==> src/rtl/char_vram_sequencer.sv <==
// Character VRAM access sequencer: CPU port with absolute priority plus a
// background engine for clear-screen, clear-row and scroll-up operations.
//
// state   | meaning
// IDLE    | waiting for a command, cmd_ready high
// FILL    | writing the fill word to addr..last, one per free port cycle
// COPY_RD | reading the source word at addr+COLS
// COPY_WR | writing the captured word to addr
// DONE    | one-cycle done/err pulse, then back to IDLE
module char_vram_sequencer #(
   parameter int COLS = 80,
   parameter int ROWS = 30
) (
   input  logic        clk,
   input  logic        rst_n,
   input  logic [11:0] cpu_a,
   input  logic [15:0] cpu_d,
   input  logic        cpu_we,
   input  logic        cpu_rd,
   output logic [15:0] cpu_q,
   output logic        cpu_rvalid,
   input  logic        cmd_valid,
   input  logic [1:0]  cmd_op,
   input  logic [4:0]  cmd_row,
   input  logic [15:0] cmd_fill,
   output logic        cmd_ready,
   output logic        busy,
   output logic        done,
   output logic        err,
   output logic [11:0] ram_a,
   output logic [15:0] ram_d,
   output logic        ram_we,
   input  logic [15:0] ram_q
);

   localparam logic [11:0] COLS12    = 12'(COLS);
   localparam logic [11:0] LAST      = 12'(COLS * ROWS - 1);
   localparam logic [11:0] COPY_LAST = 12'(COLS * (ROWS - 1) - 1);
   localparam logic [11:0] LROW_BASE = 12'(COLS * (ROWS - 1));

   typedef enum logic [2:0] {IDLE, FILL, COPY_RD, COPY_WR, DONE} state_t;

   state_t      state;
   logic [11:0] addr;
   logic [11:0] last;
   logic [15:0] fill;
   logic [15:0] cap_word;
   logic [15:0] q_hold;
   logic        rd_pending;
   logic        cpu_gnt;
   logic        eng_we;
   logic [11:0] row_base;

   assign cpu_gnt  = cpu_we | cpu_rd;
   assign eng_we   = ((state == FILL) || (state == COPY_WR)) && !cpu_gnt;
   assign row_base = 12'(cmd_row) * COLS12;

   // The copy write may land in the very cycle the read data returns, so the
   // live ram_q is forwarded until it has been captured.
   always_comb begin
      ram_we = cpu_we | eng_we;
      ram_a  = addr;
      ram_d  = fill;
      if (cpu_gnt) begin
         ram_a = cpu_a;
         ram_d = cpu_d;
      end else if (state == COPY_RD) begin
         ram_a = addr + COLS12;
      end else if (state == COPY_WR) begin
         ram_d = rd_pending ? ram_q : cap_word;
      end
   end

   assign cpu_q = cpu_rvalid ? ram_q : q_hold;

   always_ff @(posedge clk or negedge rst_n) begin
      if (!rst_n) begin
         state      <= IDLE;
         busy       <= 1'b0;
         done       <= 1'b0;
         err        <= 1'b0;
         cmd_ready  <= 1'b1;
         addr       <= '0;
         last       <= '0;
         fill       <= '0;
         cap_word   <= '0;
         q_hold     <= '0;
         rd_pending <= 1'b0;
         cpu_rvalid <= 1'b0;
      end else begin
         cpu_rvalid <= cpu_rd & ~cpu_we;
         if (cpu_rvalid) q_hold <= ram_q;
         rd_pending <= (state == COPY_RD) && !cpu_gnt;
         if (rd_pending) cap_word <= ram_q;
         done <= 1'b0;
         case (state)
            IDLE: begin
               if (cmd_valid && cmd_ready) begin
                  fill      <= cmd_fill;
                  cmd_ready <= 1'b0;
                  busy      <= 1'b1;
                  err       <= 1'b0;
                  case (cmd_op)
                     2'b01: begin
                        addr  <= '0;
                        last  <= LAST;
                        state <= FILL;
                     end
                     2'b10: begin
                        addr  <= '0;
                        last  <= COPY_LAST;
                        state <= COPY_RD;
                     end
                     2'b11: begin
                        if (int'(cmd_row) < ROWS) begin
                           addr  <= row_base;
                           last  <= row_base + COLS12 - 12'd1;
                           state <= FILL;
                        end else begin
                           err   <= 1'b1;
                           done  <= 1'b1;
                           state <= DONE;
                        end
                     end
                     default: begin
                        done  <= 1'b1;
                        state <= DONE;
                     end
                  endcase
               end
            end
            FILL: begin
               if (!cpu_gnt) begin
                  if (addr == last) begin
                     done  <= 1'b1;
                     state <= DONE;
                  end else begin
                     addr <= addr + 12'd1;
                  end
               end
            end
            COPY_RD: begin
               if (!cpu_gnt) state <= COPY_WR;
            end
            COPY_WR: begin
               if (!cpu_gnt) begin
                  if (addr == last) begin
                     addr  <= LROW_BASE;
                     last  <= LAST;
                     state <= FILL;
                  end else begin
                     addr  <= addr + 12'd1;
                     state <= COPY_RD;
                  end
               end
            end
            DONE: begin
               state     <= IDLE;
               busy      <= 1'b0;
               err       <= 1'b0;
               cmd_ready <= 1'b1;
            end
            default: state <= IDLE;
         endcase
      end
   end

endmodule
==> config.mk <==
export PLATFORM = sky130hd
export DESIGN_NAME = char_vram_sequencer
export DESIGN_NICKNAME = d
export VERILOG_FILES = /design/src/rtl/char_vram_sequencer.sv
export SDC_FILE = /design/constraint.sdc
export NUM_CORES = 1
export LEC_CHECK = 0
export BUFFER_PORTS_ARGS = -buffer_cell sky130_fd_sc_hd__buf_2
export CORE_UTILIZATION = 53
export DETAILED_ROUTE_END_ITERATION = 7
export GPL_TIMING_DRIVEN = 0
export PLACE_DENSITY = 0.82
export REMOVE_ABC_BUFFERS = 1
export SLEW_MARGIN = 20
export SYNTH_ARGS = -nofsm -noshare
export SYNTH_HDL_FRONTEND = slang
export SYNTH_SLANG_ARGS = --single-unit
==> constraint.sdc <==
create_clock -name clk -period 2.81 [get_ports clk]
set_input_delay 0.562 -clock clk [delete_from_list [all_inputs] [get_ports clk]]
set_output_delay 0.562 -clock clk [all_outputs]
set_load 0.02 [all_outputs]
==> results of run 1 <==
[through the flow]
step / worst slack [ns] / instance area [um^2] / cells / total power, mW
final: 0.169 / 5410 / 666 / 4.39
after global routing: 0.0347 / 5410 / 666 / 4.63
after CTS: 0.0715 / 5350 / 658 / 4.30
after detailed placement: -0.341 / 5130 / 643 / 3.43
after global placement: -0.316 / 5080 / 641 / 3.33
after floorplan: 0.138 / 4350 / 415 / 2.93
[synthesized netlist by cell type, drive strengths merged (3+ instances only)]
cell type / count
nand2b: 3
and3: 8
inv: 9
xnor2: 17
clkbuf: 25
xor2: 3
a2111oi: 3
and2: 5
or3: 3
nor3: 6
buf: 4
ha: 13
mux2: 55
nand3: 14
a21oi: 8
mux2i: 17
dfrtp: 77
o21ai: 49
a31oi: 7
nor2b: 5
nor2: 25
nand2: 55
[worst min path at each step]
stage | from | endpoint | slack, ns | cells past startpoint
after floorplan | rst_n | addr[0]$_DFFE_PN0P_ | 0.27 | 0
after global placement | cap_word[6]$_DFF_PN0_ | cap_word[6]$_DFF_PN0_ | 0.48 | 1
after detailed placement | q_hold[11]$_DFF_PN0_ | q_hold[11]$_DFF_PN0_ | 0.48 | 1
after global routing | rst_n | last[4]$_DFFE_PN0P_ | 0.12 | 1
final | rst_n | last[11]$_DFFE_PN0P_ | 0.10 | 1
after CTS | rst_n | last[4]$_DFFE_PN0P_ | 0.11 | 1
[cell usage in the layout, fill, tap and decap left out, types with 3 or more instances in the layout]
master,Yosys,final
sky130_fd_sc_hd__mux2_2,48,48
sky130_fd_sc_hd__mux2i_1,17,17
sky130_fd_sc_hd__nand3_1,14,14
sky130_fd_sc_hd__nand2b_1,3,3
sky130_fd_sc_hd__a21oi_1,8,8
sky130_fd_sc_hd__o21ai_1,6,6
sky130_fd_sc_hd__buf_4,0,9
sky130_fd_sc_hd__ha_1,13,13
sky130_fd_sc_hd__xnor2_1,17,17
sky130_fd_sc_hd__dfrtp_1,77,74
sky130_fd_sc_hd__or3_1,3,3
sky130_fd_sc_hd__a31oi_1,7,7
sky130_fd_sc_hd__inv_1,9,9
sky130_fd_sc_hd__clkbuf_8,0,10
sky130_fd_sc_hd__xor2_1,3,3
sky130_fd_sc_hd__nor2b_1,5,5
sky130_fd_sc_hd__a2111oi_0,3,3
sky130_fd_sc_hd__nor3_1,5,4
sky130_fd_sc_hd__dfrtp_2,0,3
sky130_fd_sc_hd__and2_1,5,5
sky130_fd_sc_hd__nor2_1,25,23
sky130_fd_sc_hd__mux2_4,7,7
sky130_fd_sc_hd__o21ai_0,43,43
sky130_fd_sc_hd__nand2_1,55,54
sky130_fd_sc_hd__and3_1,8,8
sky130_fd_sc_hd__buf_2,1,120
[kinds of logic (layout without fill, tap and decap cells)]
group	count (synthesis)	after routing	share of synthesized area
xor gates and xnor gates	20	20	0.0392
AOI/OAI and AO/OA	91	91	0.128
muxes	72	72	0.183
buffers and inverters	38	155	0.0339
and+or+nand+nor	131	131	0.138
DFF	78	78	0.437
adders and majority gates	14	14	0.0409
[worst max-delay path, delay by kind of cell, from the launching register on]
family / cells / cell delay, ns
xor+xnor: 1 / 0.24
fa+ha+maj: 1 / 0.28
buf+inv: 1 / 0.20
compound gates: 2 / 0.40
simple gates: 1 / 0.11
flops: 1 / 0.50
[registers in the layout, summed over array words and instances, names as in the netlist]
signal	cells
q_hold	16
last	9
busy	1
cmd_ready	1
err	1
done	1
state	3
cpu_rvalid	1
addr	12
rd_pending	1
fill	16
cap_word	16
[routing by layer]
| layer | up-vias | track usage | part of all wire |
|---|---|---|---|
| li1 | 1797 | - | - |
| met1 | 1799 | 0.309 | 0.41 |
| met2 | 190 | 0.429 | 0.50 |
| met3 | 21 | 0.0469 | 0.072 |
| met4 | 0 | 0.0987 | 0.021 |
| met5 | - | 0 | 0 |
[report_power, final]
part	switching (mW)	internal [mW]
registers	0.273	1.51
logic	0.931	0.827
clock network	0.418	0.431
[final cells by class]
type / instances / area (um^2) / area share
sequential: 78 / 1960 / 0.362
timing repair buffer: 131 / 711 / 0.131
clock buffer: 10 / 138 / 0.0254
tap: 105 / 131 / 0.0243
clock inverter: 5 / 60.1 / 0.0111
multi-input combinational: 328 / 2380 / 0.440
inverter: 9 / 33.8 / 0.00625
[timing repair]
action,CTS,global route
gates resized for setup,6,1
setup buffers,0,8
endpoints found under the setup margin,20,11
endpoints found under the hold margin,0,0
==> impl_metrics.sql, run 1 <==
INSERT INTO impl_metrics (metric_group, metric, value, unit) VALUES
('global_routing', 'overflow', '0', ''),
('job', 'maxCapViolations', '0', ''),
('worst_setup_path', 'startpoint_type', 'flip-flop', ''),
('logic_synthesis', 'async_flop_share', '1.00', ''),
('global_routing', 'antenna_found_initial', '0', ''),
('worst_setup_path', 'endpoint_kind', 'output pin', ''),
('place', 'place_hpwl', '7970', 'um'),
('routing', 'avgRoutedWirePerCell', '16.5', 'um'),
('timing', 'hold_ws', '0.103', 'ns'),
('floorplan', 'initial_core_util', '0.546', ''),
('clock_network', 'cts.sink_count', '78', ''),
('layout', 'layout.nets', '643', ''),
('worst_setup_path', 'worst_r2r_endpoint', 'last[10]$_DFFE_PN0P_', ''),
('routing', 'via_count', '3807', ''),
('timing', 'skew', '0.0108', 'ns'),
('worst_setup_path', 'worstPathCellList', 'ha_1, o21ai_0, nor3_1, xnor2_1, o21ai_0, buf_2', ''),
('floorplan', 'placementRows', '33', ''),
('clock_network', 'root_buffer', 'sky130_fd_sc_hd__clkbuf_8', ''),
('layout', 'fillCellCount', '625', ''),
('worst_setup_path', 'setup.reg_to_reg.worst_slack', '0.22', 'ns'),
('timing', 'fin_crit_sh', '0.940', ''),
('routing', 'detailedRoute.firstPassIterationCount', '5', ''),
('hold_path', 'hold_path.class', 'in2async', ''),
('logic_synthesis', 'synth_cells', '444', ''),
('routing', 'via_per_inst', '5.72', ''),
('clock_network', 'tritoncts_clock_tree', 'yes', ''),
('place', 'globalplace.congestion', '0.921', ''),
('routing', 'drcViolationCount', '0', ''),
('clock_network', 'clock_tree.buffer_depth', '2', ''),
('worst_setup_path', 'max_stage_delay', '0.50', 'ns'),
('worst_setup_path', 'cp.required', '2.25', 'ns'),
('logic_synthesis', 'synth.ff_latch_count', '78', ''),
('pwr', 'irDropWorstVdd', '0.308', 'mV'),
('logic_synthesis', 'synth_seq_area_share', '0.437', ''),
('clock_network', 'insertion_delay', '0.35', 'ns'),
('pwr', 'power.leakage', '2.66', 'nW'),
('timing', 'grt_setup_unrepaired', 'no', ''),
('clock_network', 'cts_made_buffers', '9', ''),
('floorplan', 'floorplan.die_area', '8800', 'um^2'),
('logic_synthesis', 'synth_flop_cell', 'sky130_fd_sc_hd__dfrtp_1', ''),
('pwr', 'p_per_area', '811', 'nW/um^2'),
('timing', 'worst_slew_margin', '0.443', ''),
('timing', 'timing.setup.tns', '0', 'ns'),
('floorplan', 'core', '8180', 'um^2'),
('floorplan', 'die_y', '93.8', 'um'),
('global_routing', 'track_usage', '0.250', ''),
('place', 'port_buffers', '121', ''),
('clock_network', 'cts.clk_slew.worst_paths', '0.08', 'ns'),
('clock_network', 'cts-htree-levels', '3', ''),
('logic_synthesis', 'syn_avg_cell_area', '10.1', 'um^2'),
('layout', 'final_core_util', '0.662', ''),
('logic_synthesis', 'synth_edf_count', '0', ''),
('timing', 'worst_pin_slew', '0.835', 'ns'),
('timing', 'period_minus_slack', '2.64', 'ns'),
('run_status', 'run_status', 'finished, final reports clean', ''),
('worst_setup_path', 'path_max_fanout', '7', ''),
('worst_setup_path', 'cp_data_arrival_time', '2.08', 'ns'),
('timing', 'setup_viol_count_final', '0', ''),
('logic_synthesis', 'synthDistinctLibCells', '49', ''),
('logic_synthesis', 'synth-warning-count', '0', ''),
('worst_setup_path', 'crit_path_start', 'addr[4]$_DFFE_PN0P_', ''),
('logic_synthesis', 'yosysTopAreaCellShare', '0.431', ''),
('floorplan', 'dieWidth', '93.8', 'um'),
('logic_synthesis', 'yosys.area.top_type', 'sky130_fd_sc_hd__dfrtp_1', ''),
('global_routing', 'largest_net_degree_at_the_start_of_global_routing', '58', ''),
('routing', 'dr.first_iter.drc_count', '225', ''),
('logic_synthesis', 'synthTopCellsByArea', 'sky130_fd_sc_hd__dfrtp_1 (43%), sky130_fd_sc_hd__mux2_2 (12%), sky130_fd_sc_hd__o21ai_0 (4.8%), sky130_fd_sc_hd__nand2_1 (4.6%), sky130_fd_sc_hd__mux2i_1 (3.8%)', ''),
('worst_setup_path', 'timing.critical_path.to', 'ram_a[10]', ''),
('worst_setup_path', 'timing.rr.start', 'addr[1]$_DFFE_PN0P_', ''),
('worst_setup_path', 'worstSetupPathType', 'reg2out', ''),
('layout', 'number_of_diodes', '0', '');
(Power assumes the default switching activity.)
==> inputs of run 2 (changes only) <==
--- a/config.mk
+++ b/config.mk
@@ -6,10 +6,11 @@
 export NUM_CORES = 1
 export LEC_CHECK = 0
 export BUFFER_PORTS_ARGS = -buffer_cell sky130_fd_sc_hd__buf_2
-export CORE_UTILIZATION = 53
+export CORE_UTILIZATION = 55
+export CTS_BUF_LIST = sky130_fd_sc_hd__clkbuf_8
 export DETAILED_ROUTE_END_ITERATION = 7
 export GPL_TIMING_DRIVEN = 0
-export PLACE_DENSITY = 0.82
+export PLACE_DENSITY = 0.84
 export REMOVE_ABC_BUFFERS = 1
 export SLEW_MARGIN = 20
 export SYNTH_ARGS = -nofsm -noshare
==> impl_metrics.sql, run 2 (synthesis results as in run 1) <==
INSERT INTO impl_metrics (metric_group, metric, value, unit) VALUES
('run_status', 'run_status', 'finished, final reports clean', ''),
('pwr', 'irDropWorstVdd', '0.276', 'mV'),
('floorplan', 'dieWidth', '92.1', 'um'),
('timing', 'timing_hold_violations_final', '0', ''),
('worst_setup_path', 'path_max_fanout', '13', ''),
('global_routing', 'largest_net_degree_at_the_start_of_global_routing', '55', ''),
('layout', 'layout.nets', '640', ''),
('timing', 'worst_pin_slew', '0.920', 'ns'),
('routing', 'drcViolationCount', '0', ''),
('timing', 'fin_crit_sh', '0.942', ''),
('clock_network', 'clock_tree.buffer_depth', '2', ''),
('global_routing', 'grt.busiest_layer', 'met2', ''),
('worst_setup_path', 'setup.reg_to_reg.worst_slack', '0.27', 'ns'),
('pwr', 'p_per_area', '794', 'nW/um^2'),
('worst_setup_path', 'startpoint_type', 'flip-flop', ''),
('clock_network', 'root_buffer', 'sky130_fd_sc_hd__clkbuf_8', ''),
('worst_setup_path', 'cp_data_arrival_time', '2.08', 'ns'),
('floorplan', 'placementRows', '32', ''),
('worst_setup_path', 'worst_r2r_endpoint', 'last[7]$_DFFE_PN0P_', ''),
('worst_setup_path', 'worstSetupPathType', 'reg2out', ''),
('routing', 'via_per_inst', '5.70', ''),
('worst_setup_path', 'max_stage_delay', '0.55', 'ns'),
('place', 'port_buffers', '121', ''),
('layout', 'number_of_diodes', '0', ''),
('routing', 'number_of_nets_with_antenna_violations_after_routing', '0', ''),
('global_routing', 'overflow', '0', ''),
('job', 'maxCapViolations', '0', ''),
('worst_setup_path', 'path_delay_family', 'simple AND/OR/NAND/NOR gates', ''),
('routing', 'avgRoutedWirePerCell', '16.3', 'um'),
('clock_network', 'tritoncts_clock_tree', 'yes', ''),
('layout', 'post_route_cells_drive_above_1_share', '0.377', ''),
('global_routing', 'use_met3', '0.0415', ''),
('floorplan', 'die_y', '92.1', 'um'),
('layout', 'reg_top3', 'cap_word: 16 flops, fill: 16 flops, q_hold: 16 flops', ''),
('worst_setup_path', 'timing.rr.start', 'addr[2]$_DFFE_PN0P_', ''),
('worst_setup_path', 'r2r_cells', '6', ''),
('floorplan', 'initial_core_util', '0.572', ''),
('timing', 'grt_setup_unrepaired', 'no', ''),
('layout', 'syn_to_final_growth', '19.6', '%'),
('clock_network', 'cts_made_buffers', '9', ''),
('place', 'post-place-cells', '639', ''),
('timing', 'hold_ws', '0.153', 'ns'),
('timing', 'skew', '0.00816', 'ns'),
('layout', 'final_cell_mix', 'sky130_fd_sc_hd__buf_2 (120), sky130_fd_sc_hd__dfrtp_1 (74), sky130_fd_sc_hd__nand2_1 (54)', ''),
('routing', 'dr.first_iter.drc_count', '260', ''),
('routing', 'route.final.wire_length', '10800', 'um'),
('global_routing', 'grt_util_met1', '0.320', ''),
('timing', 'fmax', '378', 'MHz'),
('layout', 'final_core_util', '0.684', ''),
('global_routing', 'track_usage', '0.259', ''),
('worst_setup_path', 'worstPathCellList', 'nor3_2, nand2_1, nor2_1, xnor2_1, o21ai_0, buf_2', ''),
('pwr', 'power.leakage', '2.64', 'nW'),
('layout', 'fillCellCount', '581', ''),
('layout', 'instances_no_fill', '661', ''),
('floorplan', 'pin_count', '122', ''),
('global_routing', 'met2_usage', '0.442', ''),
('worst_setup_path', 'critPathSlowestCell', 'sky130_fd_sc_hd__dfrtp_1', ''),
('timing', 'layout_setup_ws', '0.164', 'ns'),
('clock_network', 'insertion_delay', '0.36', 'ns'),
('floorplan', 'core', '7810', 'um^2'),
('place', 'place_hpwl', '7780', 'um'),
('layout', 'layout_commonest_cell', 'sky130_fd_sc_hd__buf_2', ''),
('timing', 'period_minus_slack', '2.65', 'ns'),
('place', 'pre_cts_slack', '-0.378', 'ns'),
('worst_setup_path', 'cp.required', '2.25', 'ns'),
('layout', 'seq_area', '1960', 'um^2'),
('place', 'globalplace.congestion', '0.946', ''),
('global_routing', 'grt_first_pass_wirelength', '17000', 'um'),
('global_routing', 'antenna_found_initial', '0', ''),
('worst_setup_path', 'endpoint_kind', 'output pin', ''),
('clock_network', 'cts-htree-levels', '3', ''),
('timing', 'final_max_slew_violation_count', '0', ''),
('layout', 'multi_input_comb_area', '2380', 'um^2'),
('floorplan', 'floorplan.die_area', '8480', 'um^2'),
('timing', 'worst_slew_margin', '0.386', ''),
('clock_network', 'cts.sink_count', '78', ''),
('global_routing', 'first_global_vias', '3640', ''),
('timing', 'setup_viol_count_final', '0', ''),
('timing', 'timing.setup.tns', '0', 'ns'),
('hold_path', 'hold_path.class', 'in2async', ''),
('routing', 'via_count', '3766', ''),
('routing', 'detailedRoute.firstPassIterationCount', '4', ''),
('clock_network', 'cts.clk_slew.worst_paths', '0.08', 'ns'),
('worst_setup_path', 'worstPathBufferInverterCount', '1', '');
[run 2: cell types whose count changed in the layout (fill, tap and decap cells not counted), sizes merged]
cell / delta
clkinv: +1
inv: +2
clkbuf: -1
bufinv: -1
buf: -3
[run 2: cell type report]
cell class / count / area share
Multi-Input combinational cell: 328 / 0.446
Sequential cell: 78 / 0.367
Timing Repair Buffer: 128 / 0.126
Tap cell: 102 / 0.0239
Clock buffer: 9 / 0.0232
Clock inverter: 7 / 0.00750
Inverter: 9 / 0.00633
[run 2: routing by layer]
metal	wire length, um	part of all wire
met5	0	0
met3	678	0.063
met1	4550	0.42
met4	288	0.027
met2	5260	0.49
[run 2: worst max path at each step]
stage / start / endpoint / cells past startpoint
global route: state[2]$_DFFE_PN0P_ / ram_a[10] / 6
floorplan: state[0]$_DFFE_PN0P_ / ram_d[0] / 5
CTS: state[0]$_DFFE_PN0P_ / ram_d[7] / 6
global placement: state[0]$_DFFE_PN0P_ / ram_d[7] / 6
finish: state[2]$_DFFE_PN0P_ / ram_a[11] / 6
detailed placement: state[0]$_DFFE_PN0P_ / ram_d[7] / 6
[run 2: power by group]
| part | internal, mW | leakage, nW | switching (mW) |
|---|---|---|---|
| Combinational | 0.807 | 1.58 | 0.924 |
| Sequential | 1.50 | 0.965 | 0.268 |
| Clock | 0.314 | 0.0904 | 0.420 |
[run 2: repair_timing]
item	in CTS	in global routing
endpoints found under the setup margin	19	17
buffers inserted	0	6
hold buffers	0	0
gates resized for setup	6	2
[run 2: through the flow]
| stage | power [mW] | cell area [um^2] |
|---|---|---|
| 5_1_grt | 4.49 | 5340 |
| 3_5_place_dp | 3.41 | 5110 |
| 3_3_place_gp | 3.32 | 5080 |
| 4_1_cts | 4.16 | 5290 |
| 6_report | 4.24 | 5340 |
| 2_1_floorplan | 2.93 | 4350 |
==> inputs of run 3 (changes only) <==
--- a/config.mk
+++ b/config.mk
@@ -6,6 +6,7 @@
 export NUM_CORES = 1
 export LEC_CHECK = 0
 export BUFFER_PORTS_ARGS = -buffer_cell sky130_fd_sc_hd__buf_2
+export CORE_ASPECT_RATIO = 0.75
 export CORE_UTILIZATION = 55
 export CTS_BUF_LIST = sky130_fd_sc_hd__clkbuf_8
 export DETAILED_ROUTE_END_ITERATION = 7
==> constraint.sdc (replaced) <==
create_clock -name clk -period 2.6 [get_ports clk]
set_input_delay 0.52 -clock clk [delete_from_list [all_inputs] [get_ports clk]]
set_output_delay 0.52 -clock clk [all_outputs]
set_load 0.02 [all_outputs]
==> impl_metrics.sql, run 3 (synthesis results as in run 1) <==
INSERT INTO impl_metrics (metric_group, metric, value, unit) VALUES
('run_status', 'run_status', 'finished, final reports clean', ''),
('clock_network', 'tritoncts_clock_tree', 'yes', ''),
('timing', 'setup_viol_count_final', '0', ''),
('pwr', 'p_per_area', '896', 'nW/um^2'),
('layout', 'final_core_util', '0.694', ''),
('floorplan', 'floorplan.die_area', '8490', 'um^2'),
('clock_network', 'cts_made_buffers', '9', ''),
('place', 'placed_area', '5120', 'um^2'),
('floorplan', 'die_y', '80.0', 'um'),
('hold_path', 'hold_path.class', 'in2async', ''),
('place', 'pre_cts_slack', '-0.559', 'ns'),
('timing', 'hold_ws', '0.0650', 'ns'),
('timing', 'timing.setup.tns', '0', 'ns'),
('floorplan', 'dieWidth', '106', 'um'),
('worst_setup_path', 'endpoint_kind', 'output pin', ''),
('global_routing', 'track_usage', '0.277', ''),
('worst_setup_path', 'worst_r2r_endpoint', 'fill[8]$_DFFE_PN0P_', ''),
('floorplan', 'pin_count', '122', ''),
('worst_setup_path', 'timing.rr.start', 'state[1]$_DFFE_PN0P_', ''),
('place', 'post-place-cells', '642', ''),
('worst_setup_path', 'worstSetupPathType', 'reg2out', ''),
('worst_setup_path', 'cp.required', '2.08', 'ns'),
('pwr', 'power.leakage', '2.66', 'nW'),
('global_routing', 'first_global_vias', '3776', ''),
('timing', 'layout_setup_ws', '0.0797', 'ns'),
('routing', 'drcViolationCount', '0', ''),
('clock_network', 'cts.clk_slew.worst_paths', '0.08', 'ns'),
('worst_setup_path', 'cp_data_arrival_time', '2.00', 'ns'),
('clock_network', 'insertion_delay', '0.35', 'ns'),
('floorplan', 'core', '7880', 'um^2'),
('global_routing', 'largest_net_degree_at_the_start_of_global_routing', '57', ''),
('routing', 'dr.first_iter.drc_count', '230', ''),
('timing', 'worst_pin_slew', '0.928', 'ns'),
('timing', 'final_max_slew_violation_count', '0', ''),
('floorplan', 'placementRows', '28', ''),
('routing', 'via_per_inst', '5.75', ''),
('timing', 'fmax', '397', 'MHz'),
('timing', 'skew', '0.00892', 'ns'),
('layout', 'multi_input_comb_area', '2410', 'um^2'),
('place', 'port_buffers', '121', ''),
('layout', 'final_cell_mix', 'sky130_fd_sc_hd__buf_2 (120), sky130_fd_sc_hd__dfrtp_1 (73), sky130_fd_sc_hd__nand2_1 (54)', ''),
('clock_network', 'root_buffer', 'sky130_fd_sc_hd__clkbuf_8', ''),
('routing', 'avgRoutedWirePerCell', '17.2', 'um'),
('pwr', 'fin_total_pwr', '4.90', 'mW'),
('routing', 'detailedRoute.firstPassIterationCount', '5', ''),
('layout', 'syn_to_final_growth', '22.6', '%'),
('layout', 'layout_commonest_cell', 'sky130_fd_sc_hd__buf_2', ''),
('layout', 'final_cell_area', '5470', 'um^2'),
('worst_setup_path', 'r2r_cells', '5', ''),
('layout', 'fillCellCount', '600', ''),
('worst_setup_path', 'startpoint_type', 'flip-flop', ''),
('pwr', 'irDropWorstVdd', '0.470', 'mV'),
('layout', 'post_route_cells_drive_above_1_share', '0.390', ''),
('clock_network', 'cts-htree-levels', '3', ''),
('worst_setup_path', 'path_max_fanout', '8', ''),
('routing', 'via_count', '3832', ''),
('layout', 'number_of_diodes', '0', ''),
('timing', 'period_minus_slack', '2.52', 'ns'),
('layout', 'reg_top3', 'cap_word: 16 flops, fill: 16 flops, q_hold: 16 flops', ''),
('global_routing', 'overflow', '0', ''),
('layout', 'layout.nets', '644', ''),
('routing', 'route.final.wire_length', '11500', 'um'),
('routing', 'number_of_nets_with_antenna_violations_after_routing', '0', ''),
('clock_network', 'clock_tree.buffer_depth', '2', ''),
('global_routing', 'antenna_found_initial', '0', ''),
('job', 'maxCapViolations', '0', ''),
('place', 'place_hpwl', '7850', 'um'),
('timing', 'worst_slew_margin', '0.380', ''),
('timing', 'timing_hold_violations_final', '0', ''),
('layout', 'instances_no_fill', '667', ''),
('floorplan', 'initial_core_util', '0.567', ''),
('timing', 'fin_crit_sh', '0.969', ''),
('clock_network', 'cts.sink_count', '78', ''),
('layout', 'seq_area', '1960', 'um^2'),
('worst_setup_path', 'setup.reg_to_reg.worst_slack', '0.09', 'ns'),
('clock_network', 'ctsHoldBuffers', '0', ''),
('global_routing', 'grt_first_pass_wirelength', '18300', 'um'),
('place', 'globalplace.congestion', '0.919', '');
run 3: cell count changes in the layout (fill, tap and decap cells not counted), sizes merged:
| cell | before | now |
|---|---|---|
| bufinv | 0 | 2 |
| buf | 128 | 132 |
| clkinv | 4 | 1 |
run 3: timing repair:
item	4_1_cts	5_1_grt
gates resized for setup	8	7
pin swaps	0	2
gates cloned	0	0
buffers inserted	2	8
setup endpoints to repair	28	37
run 3: metal layers:
| layer | up-vias | part of all wire | GRT usage |
|---|---|---|---|
| met5 | - | 0 | 0 |
| met4 | 0 | 0.021 | 0.0889 |
| met3 | 23 | 0.068 | 0.0645 |
| met2 | 162 | 0.48 | 0.450 |
| met1 | 1836 | 0.43 | 0.369 |
| li1 | 1811 | - | - |
run 3: worst max-delay path by stage:
stage                          from   endpoint  cells after the start
2_1_floorplan  state[0]$_DFFE_PN0P_   ram_d[0]                      5
4_1_cts        state[0]$_DFFE_PN0P_   ram_d[6]                      6
3_5_place_dp   state[0]$_DFFE_PN0P_  ram_d[14]                      6
3_3_place_gp   state[0]$_DFFE_PN0P_  ram_d[10]                      6
6_report       state[0]$_DFFE_PN0P_   ram_a[9]                      7
5_1_grt        state[0]$_DFFE_PN0P_   ram_a[9]                      7
run 3: area by class of cell:
class	count	area share
inverter	9	0.00617
clock buffer	9	0.0226
clock inverter	6	0.0171
multi-input combinational	328	0.440
timing repair buffer	132	0.132
tap	105	0.0240
sequential	78	0.358
run 3: worst max-delay path, cell delays in order (launching register included):
cell                      delay (ns)
sky130_fd_sc_hd__dfrtp_4        0.54
sky130_fd_sc_hd__buf_12         0.16
sky130_fd_sc_hd__nor3_4         0.18
sky130_fd_sc_hd__nand2_1        0.16
sky130_fd_sc_hd__nor2_1         0.20
sky130_fd_sc_hd__xnor2_1        0.14
sky130_fd_sc_hd__o21ai_0        0.08
sky130_fd_sc_hd__buf_2          0.19
run 3: power breakdown:
| part | switching, mW | total [mW] | internal [mW] |
|---|---|---|---|
| clock | 0.469 | 1.01 | 0.544 |
| combinational | 1.04 | 1.96 | 0.917 |
| sequential | 0.299 | 1.93 | 1.63 |
| total | 1.81 | 4.90 | 3.09 |
